--- config.mk ---
export PLATFORM = sky130hd
export DESIGN_NAME = hebb_trainer
export DESIGN_NICKNAME = d
export VERILOG_FILES = /design/src/rtl/hebb_trainer_pkg.sv /design/src/rtl/hebb_term_sum.sv /design/src/rtl/hebb_trainer.sv
export SDC_FILE = /design/constraint.sdc
export NUM_CORES = 1
export LEC_CHECK = 0
export ABC_AREA = 1
export ABC_CLOCK_PERIOD_IN_PS = 5000
export CORE_MARGIN = 2
export CORE_UTILIZATION = 45
export CTS_CLUSTER_SIZE = 20
export DETAILED_ROUTE_END_ITERATION = 16
export SLEW_MARGIN = 20
export SYNTH_ARGS = -nofsm -noshare
export SYNTH_HDL_FRONTEND = slang
export SYNTH_SLANG_ARGS = --single-unit
--- constraint.sdc ---
create_clock -name clk -period 5 [get_ports clk]
set_input_delay 1 -clock clk [delete_from_list [all_inputs] [get_ports clk]]
set_output_delay 1 -clock clk [all_outputs]
set_load 0.02 [all_outputs]
--- src/rtl/hebb_trainer_pkg.sv ---
// Shared constants, state encoding and preloaded letter patterns for the
// Hebbian weight writer.
package hebb_trainer_pkg;

    localparam int HEBB_N       = 25;
    localparam int HEBB_P_MAX   = 4;
    localparam int HEBB_W_WIDTH = 4;

    typedef enum logic [1:0] {
        ST_IDLE  = 2'd0,
        ST_WRITE = 2'd1,
        ST_DONE  = 2'd2
    } hebb_state_e;

    // Bit i is neuron i of the 5x5 matrix.
    localparam logic [24:0] LETTER_D = 25'b0111010010100101001001111;
    localparam logic [24:0] LETTER_C = 25'b0011101001010000100011111;
    localparam logic [24:0] LETTER_J = 25'b1111000001000010000111110;
    localparam logic [24:0] LETTER_M = 25'b1000110001101011101110001;

    function automatic logic [24:0] default_letter(input int idx);
        case (idx)
            0:       return LETTER_D;
            1:       return LETTER_C;
            2:       return LETTER_J;
            default: return LETTER_M;
        endcase
    endfunction

endpackage

--- src/rtl/hebb_term_sum.sv ---
// Combinational Hebbian weight W(k,m): +1 per stored pattern where neurons k
// and m agree, -1 where they differ; optional forced-zero diagonal.
module hebb_term_sum
    import hebb_trainer_pkg::*;
#(
    parameter int N         = HEBB_N,
    parameter int P_MAX     = HEBB_P_MAX,
    parameter int W_WIDTH   = HEBB_W_WIDTH,
    parameter int ZERO_DIAG = 0,
    parameter int IDX_W     = $clog2(N)
) (
    input  logic [P_MAX-1:0][N-1:0] pats,
    input  logic [2:0]              pat_count,
    input  logic [IDX_W-1:0]        k,
    input  logic [IDX_W-1:0]        m,
    output logic [W_WIDTH-1:0]      w
);

    always_comb begin
        w = '0;
        for (int p = 0; p < P_MAX; p++) begin
            if (p < int'(pat_count)) begin
                if (pats[p][k] == pats[p][m]) begin
                    w = w + W_WIDTH'(1);
                end else begin
                    w = w - W_WIDTH'(1);
                end
            end
        end
        if ((ZERO_DIAG != 0) && (k == m)) begin
            w = '0;
        end
    end

endmodule

--- src/rtl/hebb_trainer.sv ---
// Hebbian weight writer: pattern store plus FSM that streams all N*N signed
// weights, one per clock, into the recall engine's weight memory.
//
// state    | meaning
// ---------+-------------------------------------------------------------
// ST_IDLE  | accepting patterns / clear; start launches a pass
// ST_WRITE | one lead-in cycle, then one weight write per clock, then done
// ST_DONE  | done pulse visible; return to idle next edge
module hebb_trainer
    import hebb_trainer_pkg::*;
#(
    parameter int N            = HEBB_N,
    parameter int P_MAX        = HEBB_P_MAX,
    parameter int W_WIDTH      = HEBB_W_WIDTH,
    parameter int ZERO_DIAG    = 0,
    parameter int LOAD_DEFAULT = 1
) (
    input  logic               clk,
    input  logic               rst,
    input  logic [N-1:0]       pat_data,
    input  logic               pat_valid,
    output logic               pat_ready,
    input  logic               clear,
    input  logic               start,
    output logic               busy,
    output logic               done,
    output logic               we,
    output logic [9:0]         waddr,
    output logic [W_WIDTH-1:0] wdata,
    output logic [2:0]         pat_count
);

    localparam int IDX_W = $clog2(N);
    localparam int N_DEF = (P_MAX < 4) ? P_MAX : 4;
    localparam logic [IDX_W-1:0] LAST_IDX = IDX_W'(N - 1);

    hebb_state_e               state_q, state_d;
    logic [IDX_W-1:0]          k_q, k_d;
    logic [IDX_W-1:0]          m_q, m_d;
    logic                      last_q, last_d;
    logic [P_MAX-1:0][N-1:0]   pat_q, pat_d;
    logic [2:0]                pat_count_q, pat_count_d;
    logic                      we_q, we_d;
    logic [9:0]                waddr_q, waddr_d;
    logic [W_WIDTH-1:0]        wdata_q, wdata_d;
    logic                      busy_q, busy_d;
    logic                      done_q, done_d;
    logic [W_WIDTH-1:0]        w_km;
    logic                      accept;

    hebb_term_sum #(
        .N         (N),
        .P_MAX     (P_MAX),
        .W_WIDTH   (W_WIDTH),
        .ZERO_DIAG (ZERO_DIAG),
        .IDX_W     (IDX_W)
    ) u_term_sum (
        .pats      (pat_q),
        .pat_count (pat_count_q),
        .k         (k_q),
        .m         (m_q),
        .w         (w_km)
    );

    assign pat_ready = (state_q == ST_IDLE) && (int'(pat_count_q) < P_MAX);
    assign accept    = pat_valid && pat_ready;

    always_comb begin
        state_d     = state_q;
        k_d         = k_q;
        m_d         = m_q;
        last_d      = last_q;
        pat_d       = pat_q;
        pat_count_d = pat_count_q;
        we_d        = 1'b0;
        waddr_d     = waddr_q;
        wdata_d     = wdata_q;
        busy_d      = 1'b0;
        done_d      = 1'b0;

        case (state_q)
            ST_IDLE: begin
                if (clear) begin
                    pat_count_d = 3'd0;
                end else if (accept) begin
                    for (int p = 0; p < P_MAX; p++) begin
                        if (p == int'(pat_count_q)) begin
                            pat_d[p] = pat_data;
                        end
                    end
                    pat_count_d = pat_count_q + 3'd1;
                end
                if (start) begin
                    state_d = ST_WRITE;
                    k_d     = '0;
                    m_d     = '0;
                    last_d  = 1'b0;
                end
            end

            ST_WRITE: begin
                busy_d = 1'b1;
                // last_q marks that (N-1,N-1) has already been issued
                if (last_q) begin
                    done_d  = 1'b1;
                    state_d = ST_DONE;
                end else begin
                    we_d    = 1'b1;
                    waddr_d = 10'(int'(k_q) * N + int'(m_q));
                    wdata_d = w_km;
                    if (m_q == LAST_IDX) begin
                        m_d = '0;
                        if (k_q == LAST_IDX) begin
                            last_d = 1'b1;
                        end else begin
                            k_d = k_q + IDX_W'(1);
                        end
                    end else begin
                        m_d = m_q + IDX_W'(1);
                    end
                end
            end

            ST_DONE: begin
                state_d = ST_IDLE;
            end

            default: begin
                state_d = ST_IDLE;
            end
        endcase
    end

    always_ff @(posedge clk or negedge rst) begin
        if (!rst) begin
            state_q <= ST_IDLE;
            k_q     <= '0;
            m_q     <= '0;
            last_q  <= 1'b0;
            for (int p = 0; p < P_MAX; p++) begin
                pat_q[p] <= ((LOAD_DEFAULT != 0) && (p < 4)) ? N'(default_letter(p)) : '0;
            end
            pat_count_q <= (LOAD_DEFAULT != 0) ? 3'(N_DEF) : 3'd0;
            we_q        <= 1'b0;
            waddr_q     <= '0;
            wdata_q     <= '0;
            busy_q      <= 1'b0;
            done_q      <= 1'b0;
        end else begin
            state_q     <= state_d;
            k_q         <= k_d;
            m_q         <= m_d;
            last_q      <= last_d;
            pat_q       <= pat_d;
            pat_count_q <= pat_count_d;
            we_q        <= we_d;
            waddr_q     <= waddr_d;
            wdata_q     <= wdata_d;
            busy_q      <= busy_d;
            done_q      <= done_d;
        end
    end

    assign busy      = busy_q;
    assign done      = done_q;
    assign we        = we_q;
    assign waddr     = waddr_q;
    assign wdata     = wdata_q;
    assign pat_count = pat_count_q;

endmodule

* Word-level counts from Yosys, hierarchy flattened
Index checks and enable logic that the tools add are counted.
** Operators by class
- Add/sub/neg operators :: 10
- Multiply operators :: 1
- Order comparisons :: 7
- Equal/unequal tests :: 15
- Muxes and demuxes :: 47
- Bitwise logic cells :: 2
- Reductions and logical operators :: 16
** Operators by type and width (count)
- binary-select mux 1 bit (select 5 bit) :: 8
- 2-to-1 mux 4 bit :: 8
- 2-to-1 mux 5 bit :: 6
- case mux 5 bit (2 select lines) :: 2
- 2-to-1 mux 1 bit :: 17
- AND reduction 4 bit :: 4
- adder 4 x 1 -> 4 bit, second input constant :: 3
- less-than comparator 5 x 6 -> 1 bit, second input constant :: 2
- subtractor 4 x 1 -> 4 bit, second input constant :: 3
- adder 10 x 5 -> 10 bit :: 1
- adder 5 x 1 -> 5 bit, second input constant :: 2
- == test 5 bit, second input constant :: 2
- multiplier 5 x 5 -> 10 bit, second input constant :: 1
- != test 2 bit, second input constant :: 5
- AND reduction 2 bit :: 4
- == test 3 bit, first input constant :: 2
- less-than comparator 1 x 3 -> 1 bit, first input constant :: 2
- less-than comparator 2 x 3 -> 1 bit, first input constant :: 2
- 2-to-1 mux 3 bit :: 2
- AND reduction 5 bit :: 1
- == test 1 bit :: 4
- 2-to-1 mux 2 bit :: 2
- case mux 2 bit (2 select lines) :: 1
- nonzero test 2 bit :: 2
- other kinds (10) :: 12
** Storage, ports and cells
- Register bits after elaboration :: 133
- Input bits :: 30
- Output and inout bits :: 21
- Word-level logic and storage cells :: 112

* Logic depth before layout (Yosys ltp)
- Word-level depth :: 14
- Depth in mapped cells :: 34
- Mapped depth without buffers :: 33

* Hierarchy
From an unflattened synthesis, not the netlist that was laid out.
** Unflattened totals
- Cell total of the unflattened synthesis :: 1129
- Area, all modules :: 8607.0 µm²
** Modules (own cells, without submodules)
- hebb_trainer :: times used 1, cells each 601, area each 5926.9 µm², seq. area each 3390.8 µm²
- hebb_term_sum :: times used 1, cells each 528, area each 2680.1 µm², seq. area each 0.0 µm²

* Worst setup path after synthesis
No wires, ideal clock.
- Kind :: register to register
- From :: register k_q[0]
- To :: register waddr_q[9], in the netlist waddr[9]
- Library setup time :: 135 ps
- Arrival time :: 3659 ps
- Data required time :: 4865 ps
- Setup slack :: 1205 ps
- Cell stages (with the launch flop) :: 23
- Buffers on the path :: 3
- Period minus slack after synthesis :: 3795 ps
- Cell sequence :: dfrtp_1 > buf_6 > inv_2 > buf_6 > buf_6 > ha_1 > ha_1 > inv_1 > fa_1 > inv_1 > ha_1 > a21oi_1 > inv_1 > a31oi_1 > inv_1 > a21oi_1 > nor2_1 > nor2_1 > nor2_1 > or2_2 > a21oi_1 > xor2_1 > o21ai_0
** Between the ends
- Cells in the longest elaborated chain, start to end :: 2
** RTL lines
- from (decl) :: RTL line hebb_trainer.sv:38 : logic [IDX_W-1:0] k_q, k_d;
- from (signal assigned) :: RTL line hebb_trainer.sv:151 : k_q <= k_d;
- multiplier 5 x 5 -> 10 bit :: RTL line hebb_trainer.sv:109 : waddr_d = 10'(int'(k_q) * N + int'(m_q));
- adder 10 x 5 -> 10 bit :: RTL line hebb_trainer.sv:109
- to (signal assigned) :: RTL line hebb_trainer.sv:157 : waddr_q <= waddr_d;
- to (decl) :: RTL line hebb_trainer.sv:44 : logic [9:0] waddr_q, waddr_d;
No other way between the ends.
A chain may end at the register's enable or synchronous reset.

* Worst setup path after layout
- From :: register k_q[0]
- To :: register wdata_q[3], in the netlist wdata[3]
** Between the ends
- Cells in the longest elaborated chain, start to end :: 14
- Elaborated cells on any way between the ends :: 26
- Those cells by class :: add/sub: 6; eq/ne: 4; mux: 16
** RTL lines
- binary-select mux 1 bit (select 5 bit) :: RTL line hebb_term_sum.sv:23 : if (pats[p][k] == pats[p][m]) begin
- 2-to-1 mux 1 bit (implied by the code) :: RTL line hebb_term_sum.sv:23
- == test 1 bit :: RTL line hebb_term_sum.sv:23
- 2-to-1 mux 4 bit :: RTL line hebb_term_sum.sv:23
- 2-to-1 mux 4 bit :: RTL line hebb_term_sum.sv:22 : if (p < int'(pat_count)) begin
- subtractor 4 x 1 -> 4 bit / adder 4 x 1 -> 4 bit (equally long branches) :: RTL line hebb_term_sum.sv:26, hebb_term_sum.sv:24
- 2-to-1 mux 4 bit :: RTL line hebb_term_sum.sv:23
- 2-to-1 mux 4 bit :: RTL line hebb_term_sum.sv:22
- subtractor 4 x 1 -> 4 bit / adder 4 x 1 -> 4 bit (equally long branches) :: RTL line hebb_term_sum.sv:26, hebb_term_sum.sv:24
- 2-to-1 mux 4 bit :: RTL line hebb_term_sum.sv:23
- 2-to-1 mux 4 bit :: RTL line hebb_term_sum.sv:22
- subtractor 4 x 1 -> 4 bit / adder 4 x 1 -> 4 bit (equally long branches) :: RTL line hebb_term_sum.sv:26, hebb_term_sum.sv:24
- 2-to-1 mux 4 bit :: RTL line hebb_term_sum.sv:23
- 2-to-1 mux 4 bit * :: RTL line hebb_term_sum.sv:22
- to (signal assigned) :: RTL line hebb_trainer.sv:158 : wdata_q <= wdata_d;
- to (decl) :: RTL line hebb_trainer.sv:45 : logic [W_WIDTH-1:0] wdata_q, wdata_d;
Mark *: on every way between the ends. The rest lies on a longest branch, timed or not. The select of a mux whose other input is x is not followed.

==> reports/metrics.csv <==
metric,value,unit
fin. max-slew vios,0,
relative slew slack,0.5330,
syn_nets,1181,
Worst Path Max Fanout,29,
I/O Pins,51,
Final Instance Area,9553,um2
status,finished clean,
RSZ-0062 raised after global routing,false,
number of port buffers,50,
Die Ht,140.3,um
hold buffers post-CTS,0,
CTS tree,yes,
die area,19700,um2
CP required,5.31,ns
Leak Pwr,4.533,nW
HP Class,reg2reg,
Yosys warnings,0,
post-cts gate resize count,0,
vias in the first global route,7053,
post-route ant nets,0,
antenna violations before repair,0,
"Worst Path Class, Setup",reg2reg,
Critical Path Sink Type,flop,
Post-Layout Cell Count,1372,
dpl cells,1340,
CTS root buf,clkbuf_16,
MaxCap Viol Count,0,
Clock Path Buffers,2,
share of layout cells above drive strength 1,0.1190,
Post-synth top flop,dfrtp_1,
first-pass GRT wire length,38.83,mm
Syn Std Cell Area,8366,um2
vias after detailed routing,7294,
Fin Clk Skew,0.009954,ns
Layout Area Growth over Synthesis,14.19,%
drt via density,5.316,
# rows,49,
number of diodes,0,
post-layout min period,4.280,ns
core footprint,18090,um2
Max Freq,0.2336,GHz
setup bufs post-CTS,0,
Initial Util,0.4625,
"EDFF count, synth",0,
setup TNS,0,ns
DRT Pass-1 Iters,5,
Routed WL,23.13,mm
GRT Util Overall,0.2494,
critical path launch point type,flop,
CTS Buf Count,17,
Area after DPL,8900,um2
Final Setup Violations,0,
Critical Path AT,4.59,ns
Least-Margin Pin Slew,0.6979,ns
DR WL/cell,16.86,um
pin count of the biggest net entering global routing,70,
Sink Count,133,
syn avg cell area,7.577,um2
ys async rst share,1.000,
Synth Instances,1104,
unique cell type count in the Yosys netlist,41,
CTS HTree Levels,4,
highest ir drop seen on vdd,0.3268,mV
synthesized flop and latch total,133,
WHS,0.4696,ns
period utilization,0.8560,
"CTS clk-pin slew, worst paths",0.06,ns
GPL Wtd Cong,0.9500,
PD cells,684.6,nW/um2
latest clock arrival within the worst-skew pair,0.42,ns
initial drt markers,741,
Final Hold Viols,0,
HPWL Detailed,16.01,mm
total grt overflow,0,
"Seq/Total Area, Yosys",0.4053,
die extent in x,140.3,um
residual DRC count,0,
layout net count,1207,
==> Yosys cell counts (3+ instances only) <==
| master | number | area, um2 |
|---|---|---|
| nand2_1 | 295 | 1107 |
| o21ai_0 | 154 | 770.7 |
| inv_1 | 129 | 484.2 |
| nand3_1 | 94 | 470.5 |
| dfrtp_1 | 83 | 2077 |
| dfstp_2 | 50 | 1314 |
| nor2_1 | 44 | 165.2 |
| ha_1 | 42 | 525.5 |
| a21oi_1 | 34 | 170.2 |
| clkbuf_1 | 25 | 93.84 |
| o21ai_1 | 23 | 115.1 |
| buf_6 | 19 | 214.0 |
| o211ai_1 | 17 | 127.6 |
| buf_2 | 13 | 65.06 |
| o22ai_1 | 9 | 56.30 |
| inv_2 | 6 | 22.52 |
| nor2_2 | 6 | 37.54 |
| xor2_1 | 6 | 52.55 |
| fa_1 | 5 | 100.1 |
| nand2_2 | 5 | 31.28 |
| buf_4 | 4 | 30.03 |
| nand3_2 | 4 | 40.04 |
| o31ai_1 | 4 | 30.03 |
| a221oi_1 | 3 | 26.28 |
| a31oi_1 | 3 | 18.77 |
| nor3_1 | 3 | 15.01 |
| o211ai_2 | 3 | 37.54 |
| xnor2_1 | 3 | 26.28 |
==> worst max-delay path, stage by stage (launching register included) <==
cell and delay [ns]:
dfrtp_2 0.42, inv_2 0.40, buf_4 0.26, o21ai_0 0.09, o22ai_1 0.16, nand2_1 0.08, a221oi_1 0.43, a21o_1 0.15
xor2_1 0.33, inv_1 0.11, ha_1 0.34, xnor2_1 0.14, nand2_1 0.07, nand2_2 0.07, ha_1 0.34, a21o_1 0.19
a31oi_1 0.18, nand3_1 0.12, nand3_2 0.09, nand3_1 0.08, nand3_1 0.09, nand2_1 0.05
==> path summary, 6_finish.rpt <==
kind                                      start               endpoint  slack [ns]  depth (start not counted)
hold reg to reg            waddr[3]$_DFFE_PN0P_   waddr[3]$_DFFE_PN0P_        0.47                          2
hold / removal             waddr[3]$_DFFE_PN0P_   waddr[3]$_DFFE_PN0P_        0.47                          2
max in group asynchronous                   rst  pat_q[65]$_DFFE_PN1P_        3.41                          2
setup / recovery             k_q[0]$_DFFE_PN0P_   wdata[3]$_DFFE_PN0P_        0.72                         21
setup reg to reg             k_q[0]$_DFFE_PN0P_   wdata[3]$_DFFE_PN0P_        0.72                         21
min in group asynchronous                   rst   waddr[8]$_DFFE_PN0P_        0.59                          1
==> power by group <==
part,switching [mW],internal (mW)
combinational,2.06,1.22
clock,0.502,0.889
sequential,0.315,1.56
total,2.88,3.66
==> cell usage in the layout, fill, tap and decap left out, drive strengths merged, types with 35 or more instances in the layout <==
cell	count
a21oi	35
clkdlybuf4s50	49
dfrtp	83
dfstp	50
ha	42
inv	139
nand2	300
nand3	98
nor2	50
o21ai	178
==> flip-flops by register name, indices dropped and copies added (netlist names) <==
| register | cells |
|---|---|
| waddr | 10 |
| done | 1 |
| k_q | 5 |
| busy | 1 |
| wdata | 4 |
| last_q | 1 |
| pat_q | 100 |
| m_q | 5 |
| state_q | 2 |
| we | 1 |
| pat_count | 3 |
==> stage by stage <==
step | worst slack (ns) | util | power (mW)
CTS | 0.7002 | 0.5282 | 6.560
global placement | 0.7395 | 0.4921 | 5.087
finish | 0.7199 | 0.5282 | 6.540
detailed placement | 0.7036 | 0.4921 | 5.134
global route | 0.2895 | 0.5282 | 7.139
floorplan | 1.205 | - | 4.353
==> area by class of cell <==
class                   count  area [um2]
inverters                 137       519.2
clock inverters            15       227.7
flip-flops and latches    133        3392
well taps                 229       286.5
repair buffers             68       649.4
fillers                  1775        8533
clock buffers              17       425.4
multi-input cells         773        4053
==> per-layer routing <==
| layer | up-vias | routed length, um | global-route usage |
|---|---|---|---|
| met1 | 3427 | 11230 | 0.3619 |
| li1 | 3646 | - | - |
| met5 | - | 0 | 0 |
| met3 | 20 | 1103 | 0.04479 |
| met2 | 201 | 10410 | 0.3854 |
| met4 | 0 | 379 | 0.06645 |
==> cell families (layout without fill, tap and decap cells) <==
group | after synthesis | after routing | synth area share
simple gates | 458 | 458 | 0.2294
compound gates | 259 | 259 | 0.1708
buf+inv | 198 | 237 | 0.1102
flops | 133 | 133 | 0.4053
fa+ha+maj | 47 | 47 | 0.07478
xor+xnor | 9 | 9 | 0.009423
Power figures use the tool's default switching activity.
==> RTL edit 1 (config.mk and constraints unchanged) <==
Encoding of `hebb_state_e`: now one-hot (3 bits for 3 states).
--- a/src/rtl/hebb_trainer_pkg.sv
+++ b/src/rtl/hebb_trainer_pkg.sv
@@ -8,6 +8,6 @@
 
-    typedef enum logic [1:0] {
-        ST_IDLE  = 2'd0,
-        ST_WRITE = 2'd1,
-        ST_DONE  = 2'd2
+    typedef enum logic [2:0] {
+        ST_IDLE  = 3'b001,
+        ST_WRITE = 3'b010,
+        ST_DONE  = 3'b100
     } hebb_state_e;
Behaviour: same outputs for any inputs over 4 cycles, from zero or initial values and one cycle with rst low; so few cycles prove little.
==> RTL edit 1 against the unedited design <==
Wire length up 0.58%. Setup slack got worse by 0.19 ns. Largest power group unchanged. Cell area is 0.59% lower. Synthesized area increased by 0.36%. Power down 13%. Sequential cell count up 1. Critical endpoint unchanged. Combinational power shrank 18%. Fmax shrank 4.3%. Highest routed layer unchanged.
==> RTL edit 1: results (changes against the unedited design) <==
Pwr
The cell-internal power is 3259 uW (was 3664 uW). The power in the clock group is 1280 uW (was 1390 uW). The sequential power share is 30.8% (was 28.7%).

The highest ir drop seen on vdd is 0.3019 mV (was 0.3268 mV).

Yosys
The sequential cell area fraction in the yosys report is 40.70% (was 40.53%). The post-synthesis xor/xnor area fraction is 0.8346% (was 0.9423%). The number of library cell types mapped by synthesis was 39 (was 41). The compound-cell area share of the yosys netlist was 16.13% (was 17.08%).

The number of nets in the synthesized netlist was 1190 (was 1181).

GRT
The global-route met2 utilization was 39.09% (was 38.54%). The maximum number of pins on one net before global-route repair was 109 (was 70). The global-route wire length before repair came to 37.65 mm (was 38.83 mm).

Outcome
Run status: complete, no violations (unchanged).

Route
The initial DRC count came to 605 (was 741). The routed length on met2 is 10.82 mm (was 10.41 mm). The total routed wirelength came to 23.27 mm (was 23.13 mm).

Final layout
The share of cells above drive strength 1 was 11.00% (was 11.90%). The number of standard cells in the layout, taps in and fillers out came to 1374 (was 1372). The total of fill cells in the finished design is 1792 (was 1775).

Placement
The post-detailed-placement cell area came to 8889 sq um (was 8900 sq um). The last weighted congestion value of the routability-driven placer is 0.8518 (was 0.9500). The setup slack at placement is 0.5701 ns (was 0.7036 ns).

The final HPWL from detailed placement is 15.98 mm (was 16.01 mm).

Critical path
The depth of the worst register-to-register path is 27 (was 21). The maximum cell stage delay along the critical path is 0.77 ns (was 0.43 ns). The slowest cell on the critical path is sky130_fd_sc_hd__dfrtp_1 (was sky130_fd_sc_hd__a221oi_1).

Worst hold path
The startpoint of the worst hold path is waddr[0]$_DFFE_PN0P_ (was waddr[3]$_DFFE_PN0P_).
==> RTL edit 1: layout make-up <==
type	count	area [sq um]	share of cell area, %
timing repair buffer	61	584.3	6.153
inverter	145	546.8	5.758
multi-input combinational	773	4061	42.77
clock buffer	20	446.7	4.704
clock inverter	12	153.9	1.621
sequential	134	3417	35.98
tap	229	286.5	3.017
==> RTL edit 1: final timing paths <==
check                                              to  slack [ns]
worst max-delay path             wdata[3]$_DFFE_PN0P_        0.53
worst min-delay path             waddr[0]$_DFFE_PN0P_        0.47
worst max register to register   wdata[3]$_DFFE_PN0P_        0.53
worst min register to register   waddr[0]$_DFFE_PN0P_        0.47
max in group asynchronous       pat_q[74]$_DFFE_PN1P_        3.30
min in group asynchronous        waddr[2]$_DFFE_PN0P_        0.69
==> RTL edit 1: critical path: cells and delay by family, from the launching register on <==
kind,cells,cell delay (ns)
buf+inv,4,0.50
fa+ha+maj,3,1.00
flops,1,0.77
xor+xnor,1,0.14
simple gates,17,1.60
compound gates,2,0.37
==> RTL edit 2 (config.mk and constraints unchanged) <==
Made on the original files. Change the package constant `HEBB_N` from 25 to 50.
--- a/src/rtl/hebb_trainer_pkg.sv
+++ b/src/rtl/hebb_trainer_pkg.sv
@@ -4,3 +4,3 @@
 
-    localparam int HEBB_N       = 25;
+    localparam int HEBB_N       = 50;
     localparam int HEBB_P_MAX   = 4;
Ports: changed (resized pat_data); port bits go from 51 to 76. No check against the original RTL was run, so the function may have changed too.
==> RTL edit 2 against the unedited design <==
Power is 58% higher. Synthesized area is 63% higher. Wire length is 78% higher. Cell area is 64% higher. Clock power is 58% higher. Sequential cell count is 102 higher. Setup slack worse by 0.32 ns. Critical path type unchanged. Largest cell class unchanged.
==> RTL edit 2: results (changes against the unedited design) <==
Outcome
Run status: complete, no violations (unchanged).

Yosys
The post-synthesis xor/xnor area fraction was 0.9623% (was 0.9423%). The sequential cell area fraction in the yosys report is 43.53% (was 40.53%). The number of library cell types mapped by synthesis is 46 (was 41).

The number of nets in the synthesized netlist is 1934 (was 1181). Top cells by instance count after synthesis: 473 x sky130_fd_sc_hd__nand2_1, 354 x sky130_fd_sc_hd__o21ai_0, 185 x sky130_fd_sc_hd__dfrtp_1 (was 295 x sky130_fd_sc_hd__nand2_1, 154 x sky130_fd_sc_hd__o21ai_0, 129 x sky130_fd_sc_hd__inv_1). The async set or reset register ratio after synthesis is 100.0% (unchanged).

The synthesized-area fraction occupied by adder cells came to 3.886% (was 7.478%).

Final layout
The share of cells above drive strength 1 was 8.245% (was 11.90%). The final net count came to 1954 (was 1207).

Critical path
The slowest cell on the critical path is sky130_fd_sc_hd__dfrtp_4 (was sky130_fd_sc_hd__a221oi_1). The maximum fanout along the worst path is 117 (was 29). The data arrival time at the worst-slack endpoint is 5.04 ns (was 4.59 ns).

STA
The worst setup skew after layout is 0.02445 ns (was 0.009954 ns).

CTS
The number of buffers added by the clock tree synthesis step is 27 (was 17). The source-to-sink clock delay at the later pin of the worst-skew pair came to 0.57 ns (was 0.42 ns). The number of buffers on the longest clock path came to 3 (was 2).

Placement
The number of buffer cells added on primary ports is 75 (was 50). The last weighted congestion value of the routability-driven placer is 0.9065 (was 0.9500). The final HPWL from detailed placement is 27.64 mm (was 16.01 mm). The post-detailed-placement cell area is 14600 sq um (was 8900 sq um).

Pwr
The standby leakage power is 0.007186 uW (was 0.004533 uW). The highest ir drop seen on vdd is 0.3249 mV (was 0.3268 mV).

Route
The via count is 12.60k (was 7294). The total routed wirelength is 41.09 mm (was 23.13 mm). The initial DRC count was 1159 (was 741).

GRT
The global-route usage over all layers is 26.54% (was 24.94%). The maximum number of pins on one net before global-route repair was 118 (was 70). The global-route wire length before repair is 66.32 mm (was 38.83 mm). The via count of the first global-routing pass is 12.13k (was 7053).
==> RTL edit 2: logic make-up (layout without fill, tap and decap cells) <==
group           after synthesis  in the layout
buf+inv                     286            327
fa+ha+maj                    40             40
xor+xnor                     15             15
compound gates              580            580
flops                       235            235
simple gates                683            683
==> RTL edit 2: worst paths after layout <==
path / start / end / slack (ns) / cells past startpoint
setup / recovery: m_q[0]$_DFFE_PN0P_ / wdata[3]$_DFFE_PN0P_ / 0.40 / 29
max in group asynchronous: rst / pat_q[101]$_DFFE_PN1P_ / 3.43 / 2
hold / removal: rst / pat_q[93]$_DFFE_PN0P_ / 0.46 / 1
hold reg to reg: waddr[4]$_DFFE_PN0P_ / waddr[4]$_DFFE_PN0P_ / 0.48 / 2
min in group clk: waddr[4]$_DFFE_PN0P_ / waddr[4]$_DFFE_PN0P_ / 0.48 / 2
setup reg to reg: m_q[0]$_DFFE_PN0P_ / wdata[3]$_DFFE_PN0P_ / 0.40 / 29
==> RTL edit 2: worst max-delay path, delay by kind of cell, from the launching register on <==
| family | cells | cell delay [ns] |
|---|---|---|
| simple gates | 17 | 1.50 |
| xor+xnor | 2 | 0.26 |
| flops | 1 | 0.51 |
| buf+inv | 3 | 0.36 |
| fa+ha+maj | 3 | 1.01 |
| compound gates | 4 | 0.80 |
==> RTL edit 2: final cells by class <==
type	instances	area (sq um)
repair buffers	106	1090
fillers	2880	14080
flip-flops and latches	235	5956
clock inverters	14	244.0
well taps	390	488.0
multi-input cells	1318	6470
inverters	171	650.6
clock buffers	36	739.5
==> RTL edit 2: routing by layer <==
layer	track usage [%]	vias up	part of all wire [%]
met5	0	-	0
met4	8.435	0	3.4
met3	3.218	92	5.4
met2	43.38	408	46
met1	36.84	6000	46
li1	-	6104	-
==> RTL edit 2: metrics by stage <==
step	hold slack [ns]	power (uW)	util (%)	worst slack (ns)	instances
2_1_floorplan	0.4530	6635	-	1.121	1839
3_3_place_gp	0.4685	8005	49.12	0.4926	2219
3_5_place_dp	0.4708	8083	49.12	0.3974	2219
4_1_cts	0.4871	10310	52.43	0.3703	2269
5_1_grt	0.5031	11210	52.62	-0.009433	2270
6_report	0.4632	10340	52.62	0.4012	2270
==> RTL edit 2: power by group <==
| group | internal [uW] | switching [uW] | leakage [uW] |
|---|---|---|---|
| Combinational | 1780 | 3140 | 0.00374 |
| Clock | 1350 | 845 | 0.000476 |
| Sequential | 2650 | 575 | 0.00296 |
| Total | 5780 | 4560 | 0.00719 |
==> RTL edit 2: repair_timing <==
item                                    4_1_cts  5_1_grt
gates resized for setup                       0        8
setup buffers                                 0        0
endpoints found under the hold margin         0        0
endpoints found under the setup margin        0        1
